[src/rtl/load_store_unit_if.sv]
// Core-side request/response and Data_Memory bus for the load/store unit.
// The unit itself connects through the slave modport.
interface load_store_unit_if;
  logic        req_valid;
  logic        req_ready;
  logic        req_we;
  logic [2:0]  req_funct3;
  logic [31:0] req_addr;
  logic [31:0] req_wdata;

  logic        rsp_valid;
  logic [31:0] rsp_rdata;
  logic        rsp_misaligned;
  logic        rsp_fault;

  logic        mem_we;
  logic [31:0] mem_a;
  logic [31:0] mem_wd;
  logic [31:0] mem_rd;

  modport slave (
    input  req_valid, req_we, req_funct3, req_addr, req_wdata, mem_rd,
    output req_ready, rsp_valid, rsp_rdata, rsp_misaligned, rsp_fault,
           mem_we, mem_a, mem_wd
  );

  modport master (
    output req_valid, req_we, req_funct3, req_addr, req_wdata, mem_rd,
    input  req_ready, rsp_valid, rsp_rdata, rsp_misaligned, rsp_fault,
           mem_we, mem_a, mem_wd
  );
endinterface

[src/rtl/load_store_unit.sv]
// RV32 load/store unit: word-only memory accesses, byte/halfword stores by
// read-modify-write, lane extraction for loads, alignment/range trapping.
//
// state    | meaning
// IDLE     | ready for a request
// LOAD     | reading addressed word, extracting lane
// RMW_RD   | reading word to merge byte/halfword store data
// WRITE    | mem_we high, full or merged word on mem_wd
// RESP     | one-cycle response pulse
module load_store_unit #(
  parameter int unsigned MEM_WORDS = 256
) (
  input logic              clk_i,
  input logic              rst_i,
  load_store_unit_if.slave bus
);

  typedef enum logic [2:0] {
    S_IDLE,
    S_LOAD,
    S_RMW_RD,
    S_WRITE,
    S_RESP
  } state_e;

  state_e      state_q, state_d;
  logic [2:0]  funct3_q, funct3_d;
  logic [31:0] addr_q, addr_d;
  logic [31:0] wdata_q, wdata_d;
  logic [31:0] rdata_q, rdata_d;
  logic        mis_q, mis_d;
  logic        flt_q, flt_d;

  logic        acc_legal;
  logic        acc_mis;
  logic        acc_oor;

  function automatic logic [31:0] load_extract(input logic [31:0] w,
                                               input logic [2:0]  f3,
                                               input logic [1:0]  k);
    logic [7:0]  b;
    logic [15:0] h;
    b = 8'(w >> {k, 3'b000});
    h = 16'(w >> {k[1], 4'b0000});
    case (f3)
      3'b000:  return {{24{b[7]}}, b};
      3'b001:  return {{16{h[15]}}, h};
      3'b100:  return {24'b0, b};
      3'b101:  return {16'b0, h};
      default: return w;
    endcase
  endfunction

  function automatic logic [31:0] store_merge(input logic [31:0] w,
                                              input logic [31:0] wd,
                                              input logic [2:0]  f3,
                                              input logic [1:0]  k);
    logic [31:0] m;
    logic [31:0] d;
    if (f3[1:0] == 2'b00) begin
      m = 32'h0000_00FF << {k, 3'b000};
      d = {4{wd[7:0]}};
    end else begin
      m = 32'h0000_FFFF << {k[1], 4'b0000};
      d = {2{wd[15:0]}};
    end
    return (w & ~m) | (d & m);
  endfunction

  // Misalignment covers illegal funct3 for the direction as well.
  always_comb begin
    if (bus.req_we)
      acc_legal = (bus.req_funct3 == 3'b000) || (bus.req_funct3 == 3'b001) ||
                  (bus.req_funct3 == 3'b010);
    else
      acc_legal = (bus.req_funct3 == 3'b000) || (bus.req_funct3 == 3'b001) ||
                  (bus.req_funct3 == 3'b010) || (bus.req_funct3 == 3'b100) ||
                  (bus.req_funct3 == 3'b101);
    acc_mis = !acc_legal ||
              ((bus.req_funct3[1:0] == 2'b01) && bus.req_addr[0]) ||
              ((bus.req_funct3[1:0] == 2'b10) && (bus.req_addr[1:0] != 2'b00));
    acc_oor = {2'b00, bus.req_addr[31:2]} >= MEM_WORDS;
  end

  always_ff @(posedge clk_i or posedge rst_i) begin
    if (rst_i) begin
      state_q  <= S_IDLE;
      funct3_q <= '0;
      addr_q   <= '0;
      wdata_q  <= '0;
      rdata_q  <= '0;
      mis_q    <= 1'b0;
      flt_q    <= 1'b0;
    end else begin
      state_q  <= state_d;
      funct3_q <= funct3_d;
      addr_q   <= addr_d;
      wdata_q  <= wdata_d;
      rdata_q  <= rdata_d;
      mis_q    <= mis_d;
      flt_q    <= flt_d;
    end
  end

  always_comb begin
    state_d  = state_q;
    funct3_d = funct3_q;
    addr_d   = addr_q;
    wdata_d  = wdata_q;
    rdata_d  = rdata_q;
    mis_d    = mis_q;
    flt_d    = flt_q;

    case (state_q)
      S_IDLE: begin
        if (bus.req_valid) begin
          funct3_d = bus.req_funct3;
          addr_d   = bus.req_addr;
          wdata_d  = bus.req_wdata;
          rdata_d  = '0;
          mis_d    = acc_mis;
          flt_d    = !acc_mis && acc_oor;
          if (acc_mis || acc_oor)
            state_d = S_RESP;
          else if (!bus.req_we)
            state_d = S_LOAD;
          else if (bus.req_funct3 == 3'b010)
            state_d = S_WRITE;
          else
            state_d = S_RMW_RD;
        end
      end
      S_LOAD: begin
        rdata_d = load_extract(bus.mem_rd, funct3_q, addr_q[1:0]);
        state_d = S_RESP;
      end
      S_RMW_RD: begin
        wdata_d = store_merge(bus.mem_rd, wdata_q, funct3_q, addr_q[1:0]);
        state_d = S_WRITE;
      end
      S_WRITE: begin
        state_d = S_RESP;
      end
      S_RESP: begin
        rdata_d = '0;
        mis_d   = 1'b0;
        flt_d   = 1'b0;
        state_d = S_IDLE;
      end
      default: begin
        state_d = S_IDLE;
      end
    endcase
  end

  // Response fields are forced to zero outside the RESP pulse.
  assign bus.req_ready      = (state_q == S_IDLE);
  assign bus.rsp_valid      = (state_q == S_RESP);
  assign bus.rsp_rdata      = bus.rsp_valid ? rdata_q : '0;
  assign bus.rsp_misaligned = bus.rsp_valid & mis_q;
  assign bus.rsp_fault      = bus.rsp_valid & flt_q;
  assign bus.mem_we         = (state_q == S_WRITE);
  assign bus.mem_a          = {addr_q[31:2], 2'b00};
  assign bus.mem_wd         = bus.mem_we ? wdata_q : '0;

endmodule

[src/flat_wrapper.sv]
// flat-port wrapper written by rule: the top's interface ports become plain ports
module load_store_unit_flat 
#(
  parameter int unsigned MEM_WORDS = 256
)
  (clk_i, rst_i, bus_req_valid, bus_req_we, bus_req_funct3, bus_req_addr, bus_req_wdata, bus_mem_rd, bus_req_ready, bus_rsp_valid, bus_rsp_rdata, bus_rsp_misaligned, bus_rsp_fault, bus_mem_we, bus_mem_a, bus_mem_wd);
  load_store_unit_if bus_i ();
  input logic clk_i;
  input logic rst_i;
  input wire logic [$bits(bus_i.req_valid)-1:0] bus_req_valid;
  input wire logic [$bits(bus_i.req_we)-1:0] bus_req_we;
  input wire logic [$bits(bus_i.req_funct3)-1:0] bus_req_funct3;
  input wire logic [$bits(bus_i.req_addr)-1:0] bus_req_addr;
  input wire logic [$bits(bus_i.req_wdata)-1:0] bus_req_wdata;
  input wire logic [$bits(bus_i.mem_rd)-1:0] bus_mem_rd;
  output wire logic [$bits(bus_i.req_ready)-1:0] bus_req_ready;
  output wire logic [$bits(bus_i.rsp_valid)-1:0] bus_rsp_valid;
  output wire logic [$bits(bus_i.rsp_rdata)-1:0] bus_rsp_rdata;
  output wire logic [$bits(bus_i.rsp_misaligned)-1:0] bus_rsp_misaligned;
  output wire logic [$bits(bus_i.rsp_fault)-1:0] bus_rsp_fault;
  output wire logic [$bits(bus_i.mem_we)-1:0] bus_mem_we;
  output wire logic [$bits(bus_i.mem_a)-1:0] bus_mem_a;
  output wire logic [$bits(bus_i.mem_wd)-1:0] bus_mem_wd;
  assign bus_i.req_valid = bus_req_valid;
  assign bus_i.req_we = bus_req_we;
  assign bus_i.req_funct3 = bus_req_funct3;
  assign bus_i.req_addr = bus_req_addr;
  assign bus_i.req_wdata = bus_req_wdata;
  assign bus_i.mem_rd = bus_mem_rd;
  assign bus_req_ready = bus_i.req_ready;
  assign bus_rsp_valid = bus_i.rsp_valid;
  assign bus_rsp_rdata = bus_i.rsp_rdata;
  assign bus_rsp_misaligned = bus_i.rsp_misaligned;
  assign bus_rsp_fault = bus_i.rsp_fault;
  assign bus_mem_we = bus_i.mem_we;
  assign bus_mem_a = bus_i.mem_a;
  assign bus_mem_wd = bus_i.mem_wd;
  load_store_unit #(.MEM_WORDS(MEM_WORDS)) u_core (.clk_i(clk_i), .rst_i(rst_i), .bus(bus_i));
endmodule
[config.mk]
export PLATFORM = sky130hd
export DESIGN_NAME = load_store_unit_flat
export DESIGN_NICKNAME = d
export VERILOG_FILES = /design/src/rtl/load_store_unit_if.sv /design/src/rtl/load_store_unit.sv /design/src/flat_wrapper.sv
export SDC_FILE = /design/constraint.sdc
export NUM_CORES = 1
export LEC_CHECK = 0
export ABC_AREA = 1
export ABC_CLOCK_PERIOD_IN_PS = 4100
export CAP_MARGIN = 15
export CORE_MARGIN = 3
export CORE_UTILIZATION = 46
export DETAILED_ROUTE_END_ITERATION = 10
export PLACE_DENSITY = 0.81
export SLEW_MARGIN = 0
export SYNTH_ARGS = -nofsm -noshare
export SYNTH_HDL_FRONTEND = slang
export SYNTH_SLANG_ARGS = --single-unit
[constraint.sdc]
create_clock -name clk_i -period 4.1 [get_ports clk_i]
set_input_delay 0.41 -clock clk_i [delete_from_list [all_inputs] [get_ports clk_i]]
set_output_delay 0.41 -clock clk_i [all_outputs]
set_load 0.005 [all_outputs]
==> run metrics, run 1 <==
status finished clean; met1 wire length 7.70 mm; Met3 Wirelength 2.14 mm; IO Pins 204; Max Used Layer met4; crit path kind flop to output pin; CTS buffer count 9; Reg2Reg Setup Slack 1.65 ns; worst-skew pair later-pin latency 0.35 ns; worst reg2reg path depth 7; fin crit period 2.85 ns; syn_area_per_cell 6.88 um2; cell family with most CP delay buffers and inverters; Slew HR 31.7%; Non-Filler Instances 1195; routed length per placed instance 15.6 um; Syn. warnings 0; postcts setup bufs 0; ant diodes 0; Layout Skew 0.0109 ns; post-synth cell types 25; commonest non-fill, non-tap cells in the layout nand2_1, clkdlybuf4s50_1, o21ai_0; Vias 6121; post-cts resize count 0; share of post-route cells with drive strength above 1 3.62%; Placer Congestion 0.949; period utilization 69.4%; critical path arrival 2.44 ns; stages on the worst setup path 4; I/O Buffers 201; CP Max Fanout 34; All-Layer GR Usage 25.5%; CP endpoint kind output pin; RSZ-0062 raised after global routing no; setup TNS 0 ns; Cell Area, Synth 6030 um2; clock buffer depth 2; final setup fails 0; largest net degree at the start of global routing 83; 1st-iter DRT viols 608; H-tree level count 3; hold depth 2; Die H 120 um; Final ANT Viol Nets 0; # hold bufs at CTS 0; CTS tree built; Clock transition at path regs 0.06 ns; Worst-Margin Slew 1.03 ns; Die Width 120 um; clk root buf clkbuf_16; post-detail-place hpwl 13.8 mm; Post-Synthesis Cells 876; worst min-delay path category flop to flop; maximum clock frequency 351 MHz; placed cells 1180; die area 14500 um2; max-cap violations 0; global route overflow 0; Leakage Power 3.75 nW; post-synthesis sequential area ratio 43.2%; Filler cells 1166; WP buf/inv 2; placed inst area 7860 um2; initial antenna violation count 0; drt pass-1 iters 5; final instance area 8150 um2; routed wire length on met2 8.35 mm; cell row count 41; Startpoint Class flop; Sink Count 104; first-pass GRT wire length 29.5 mm; Pwr per Cell Area 532 nW/um2; initial core utilization 47.4%; vias in the first global route 5808; total wire length 18.7 mm; Seq cells post-synth 104; leading area contributor after synthesis dfrtp_1; slowest library cell on the worst path clkdlybuf4s50_1; CP required 3.69 ns; most common cell after layout, fill and taps aside nand2_1; Crit path largest cell delay 0.55 ns; Final Max Tran Viols 0; Area Overhead vs Synth 35.1%; DR vias/cell 5.12; final net count 1122; Hold Vio Cnt, Final 0; DRC 0; CORE AREA 12700 um2; crit-path cells nor3_1 -> inv_2 -> nor2_1 -> clkdlybuf4s50_1; Synth top area share 43.2%; Peak supply drop 0.305 mV; Synth area leaders dfrtp_1, nand2_1, o21ai_0; overall power 4.33 mW
[power by group]
group          internal [mW]  switching [mW]  total [mW]  leakage (nW)
clock                  0.459           0.370       0.829         0.142
sequential              1.37           0.269        1.63          1.31
combinational          0.730            1.14        1.87          2.30
total                   2.56            1.78        4.33          3.75
[sequential cells by signal, summed over array words and instances, names as in the netlist, named ones only]
| register | cells |
|---|---|
| u_core.rdata_q | 32 |
| u_core.wdata_q | 24 |
| u_core.mis_q | 1 |
| u_core.addr_q | 32 |
| u_core.state_q | 3 |
| u_core.funct3_q | 3 |
| u_core.flt_q | 1 |
[kinds of logic after synthesis]
logic type	count (synthesis)	share of synthesized area, %
and+or+nand+nor	401	26.1
other	1	0.0622
buffers and inverters	184	14.0
AOI/OAI and AO/OA	186	16.6
DFF	104	43.2
[synthesized netlist by cell type, drive strengths merged]
master / count
nor3: 3
inv: 110
nand4: 2
conb: 1
o21ai: 123
buf: 44
nand3: 14
nand2: 267
a21oi: 37
a22oi: 8
nor2: 115
dfrtp: 104
clkbuf: 30
o211ai: 18
[through the flow]
stage          worst slack [ns]  util [%]  hold slack, ns
6_report                   1.25      64.0           0.481
5_1_grt                    1.09      64.0           0.509
4_1_cts                    1.25      64.0           0.485
3_5_place_dp               1.65      61.8           0.466
3_3_place_gp               1.69      61.8           0.454
2_1_floorplan             0.958         -           0.443
[tightest hold or removal path: stages (launching register included)]
cell	delay [ns]
dfrtp_1	0.34
nand2_1	0.05
nand2_1	0.05
[final cells by class]
type | instances | area (um2) | share of cell area [%]
Clock buffer | 13 | 270 | 3.32
Clock inverter | 2 | 13.8 | 0.169
Inverter | 110 | 418 | 5.13
Multi-Input combinational cell | 589 | 2580 | 31.7
Sequential cell | 104 | 2600 | 32.0
Tap cell | 172 | 215 | 2.64
Timing Repair Buffer | 205 | 2040 | 25.1
[routing by layer]
layer  global-route usage, %  vias up
met1                    33.2     2771
met5                       0        -
met4                    7.65        0
met2                    40.8      324
li1                        -     2986
met3                    8.04       40
[path summary, 6_finish.rpt]
kind / to / from
setup / recovery: bus_rsp_rdata[27] / u_core.state_q[0]
hold / removal: u_core.addr_q[29] / u_core.addr_q[29]
setup reg to reg: u_core.wdata_q[22] / u_core.funct3_q[1]
hold reg to reg: u_core.addr_q[29] / u_core.addr_q[29]
max in group asynchronous: u_core.wdata_q[22] / rst_i
min in group asynchronous: u_core.addr_q[2] / rst_i
No activity file was read; power rests on OpenSTA's default activity.
==> run 2: changes to the inputs <==
--- a/config.mk
+++ b/config.mk
@@ -6,12 +6,12 @@
 export NUM_CORES = 1
 export LEC_CHECK = 0
 export ABC_AREA = 1
-export ABC_CLOCK_PERIOD_IN_PS = 4100
+export ABC_CLOCK_PERIOD_IN_PS = 2350
 export CAP_MARGIN = 15
 export CORE_MARGIN = 3
-export CORE_UTILIZATION = 46
+export CORE_UTILIZATION = 42
 export DETAILED_ROUTE_END_ITERATION = 10
-export PLACE_DENSITY = 0.81
+export PLACE_DENSITY = 0.78
 export SLEW_MARGIN = 0
 export SYNTH_ARGS = -nofsm -noshare
 export SYNTH_HDL_FRONTEND = slang
==> constraint.sdc (replaced) <==
create_clock -name clk_i -period 2.35 [get_ports clk_i]
set_input_delay 0.235 -clock clk_i [delete_from_list [all_inputs] [get_ports clk_i]]
set_output_delay 0.235 -clock clk_i [all_outputs]
set_load 0.005 [all_outputs]
==> run 2 against run 1 <==
  * Worst hold slack worse by 0.075 ns
  * Sequential share of layout area is 0.56 points lower
  * Final area grew 1.8%
  * Die area increased by 9.0%
  * Via count grew 2.0%
  * Clock skew shrank 0.0033 ns
  * Routed wire length is 4.0% higher
  * Combinational power up 87%
  * Critical endpoint is now bus_mem_wd[1]
  * Critical path depth grew 3
  * First-iteration DRC count up 0.49%
  * Sequential power rose by 70%
==> run metrics, run 2 (synthesis results as in run 1) <==
FF-to-FF End u_core.rdata_q[2]; Worst-Margin Slew 0.613 ns (-0.412 ns); Clock transition at path regs 0.07 ns (about the same); Vias 6241 (+2.0%); placed cells 1197 (+1.4%); worst-skew pair later-pin latency 0.35 ns (about the same); CTS tree built; crit-path cells inv_2 -> nand2_1 -> nor2_2 -> inv_1 -> buf_6 -> nor2_1 -> clkdlybuf4s50_1; initial antenna violation count 0 (unchanged); period utilization 94.7%; 1st-iter DRT viols 611 (+0.49%); commonest non-fill, non-tap cells in the layout nand2_1, clkdlybuf4s50_1, o21ai_0; worst setup path start u_core.state_q[2]; DRC 0 (unchanged); Pwr per Cell Area 958 nW/um2 (+80%); I/O Buffers 201 (unchanged); largest net degree at the start of global routing 105 (+27%); IO Pins 204 (unchanged); most common cell after layout, fill and taps aside nand2_1; Sink Count 104 (unchanged); clock buffer depth 2 (unchanged); overall power 7.94 mW (+83%); post-detail-place hpwl 14.5 mm (+4.5%); final net count 1131 (+0.80%); ant diodes 0 (unchanged); total wire length 19.4 mm (+4.0%); postcts setup bufs 0 (unchanged); Die H 126 um (+4.4%); H-tree level count 3 (unchanged); All-Layer GR Usage 24.3% (-1.1 points); CP endpoint kind output pin; share of post-route cells with drive strength above 1 4.66% (+1.0 points); drt pass-1 iters 5 (unchanged); Startpoint Class flop; Leakage Power 3.81 nW (+1.7%); fin crit period 2.23 ns; area of the multi-input gates 2590 um2 (+0.29%); Layout Skew 0.00764 ns (-0.00331 ns); setup TNS 0 ns (unchanged); Slew HR 59.1% (+27 points); worst reg2reg path depth 5 (-2); Final ANT Viol Nets 0 (unchanged); cell row count 43 (+4.9%); clk root buf clkbuf_16; reg2reg start u_core.funct3_q[1]; critical path arrival 1.99 ns (-0.45 ns); Peak supply drop 0.512 mV (+68%); vias in the first global route 5961 (+2.6%); largest registers u_core.addr_q (32), u_core.rdata_q (32), u_core.wdata_q (24); Worst Setup EP bus_mem_wd[1]; Filler cells 1314 (+13%); Final Max Tran Viols 0 (unchanged); initial core utilization 43.3% (-4.1 points); Non-Filler Instances 1211 (+1.3%); CP Max Fanout 32 (-5.9%); crit path kind flop to output pin; Crit path largest cell delay 0.53 ns (-0.02 ns); routed length per placed instance 16.0 um (+2.6%); CP required 2.12 ns (-1.57 ns); worst min-delay path category input pin to asynchronous set/reset pin; DR vias/cell 5.15 (+0.61%); final setup fails 0 (unchanged); Reg2Reg Setup Slack 0.53 ns (-1.12 ns); FF+latch area 2600 um2 (unchanged); slowest library cell on the worst path clkdlybuf4s50_1; Hold Vio Cnt, Final 0 (unchanged); CTS buffer count 9 (unchanged); Die Width 126 um (+4.4%); status finished clean; global route overflow 0 (unchanged); max-cap violations 0 (unchanged); first-pass GRT wire length 30.8 mm (+4.6%); Placer Congestion 0.917 (-3.4%); die area 15800 um2 (+9.0%); RSZ-0062 raised after global routing no; maximum clock frequency 449 MHz; CORE AREA 13900 um2 (+9.5%); Area Overhead vs Synth 37.5%
-- run 2: layer usage --
| layer | share of wire (%) | GRT usage [%] | up-vias |
|---|---|---|---|
| li1 | - | - | 3003 |
| met1 | 41 | 32.2 | 2849 |
| met2 | 45 | 38.5 | 345 |
| met3 | 11 | 6.87 | 44 |
| met4 | 2.7 | 8.64 | 0 |
| met5 | 0 | 0 | - |
-- run 2: report_power, final --
group          total [mW]  internal, mW  switching [mW]
combinational        3.49          1.38            2.12
clock                1.67          1.03           0.646
sequential           2.77          2.38           0.387
total                7.94          4.79            3.15
-- run 2: area by class of cell --
type | instances | area share, %
Tap cell | 180 | 2.72
Inverter | 110 | 5.09
Sequential cell | 104 | 31.4
Clock buffer | 10 | 2.76
Clock inverter | 4 | 1.15
Timing Repair Buffer | 214 | 25.6
Multi-Input combinational cell | 589 | 31.3
-- run 2: metrics by stage --
step                utilization, %  cell area, um2  hold WS [ns]  worst slack [ns]
finish                        59.5            8290         0.406             0.124
global route                  59.5            8290         0.426           0.00479
CTS                           59.5            8280         0.406            0.0116
detailed placement            57.1            7950         0.458             0.356
global placement              57.1            7950         0.452             0.424
floorplan                        -            6040         0.345             0.834
-- run 2: repair_timing --
action / in CTS / in global routing
gates cloned: 0 / 0
pin swaps: 0 / 0
resized for setup: 2 / 3
hold buffers: 0 / 0
endpoints found under the setup margin: 19 / 32
-- run 2: worst min-delay path by stage --
stage | to | slack (ns) | cells after the start
4_1_cts | u_core.addr_q[7] | 0.41 | 3
6_report | u_core.rdata_q[15] | 0.41 | 3
3_3_place_gp | u_core.addr_q[13] | 0.45 | 2
5_1_grt | u_core.addr_q[7] | 0.43 | 3
2_1_floorplan | u_core.addr_q[18] | 0.34 | 2
3_5_place_dp | u_core.addr_q[14] | 0.46 | 2
-- run 2: critical path: cells and delay by family, from the launching register on --
kind	cells	cell delay, ns
buffers and inverters	4	0.87
flip-flops	1	0.42
AND/OR/NAND/NOR	3	0.34
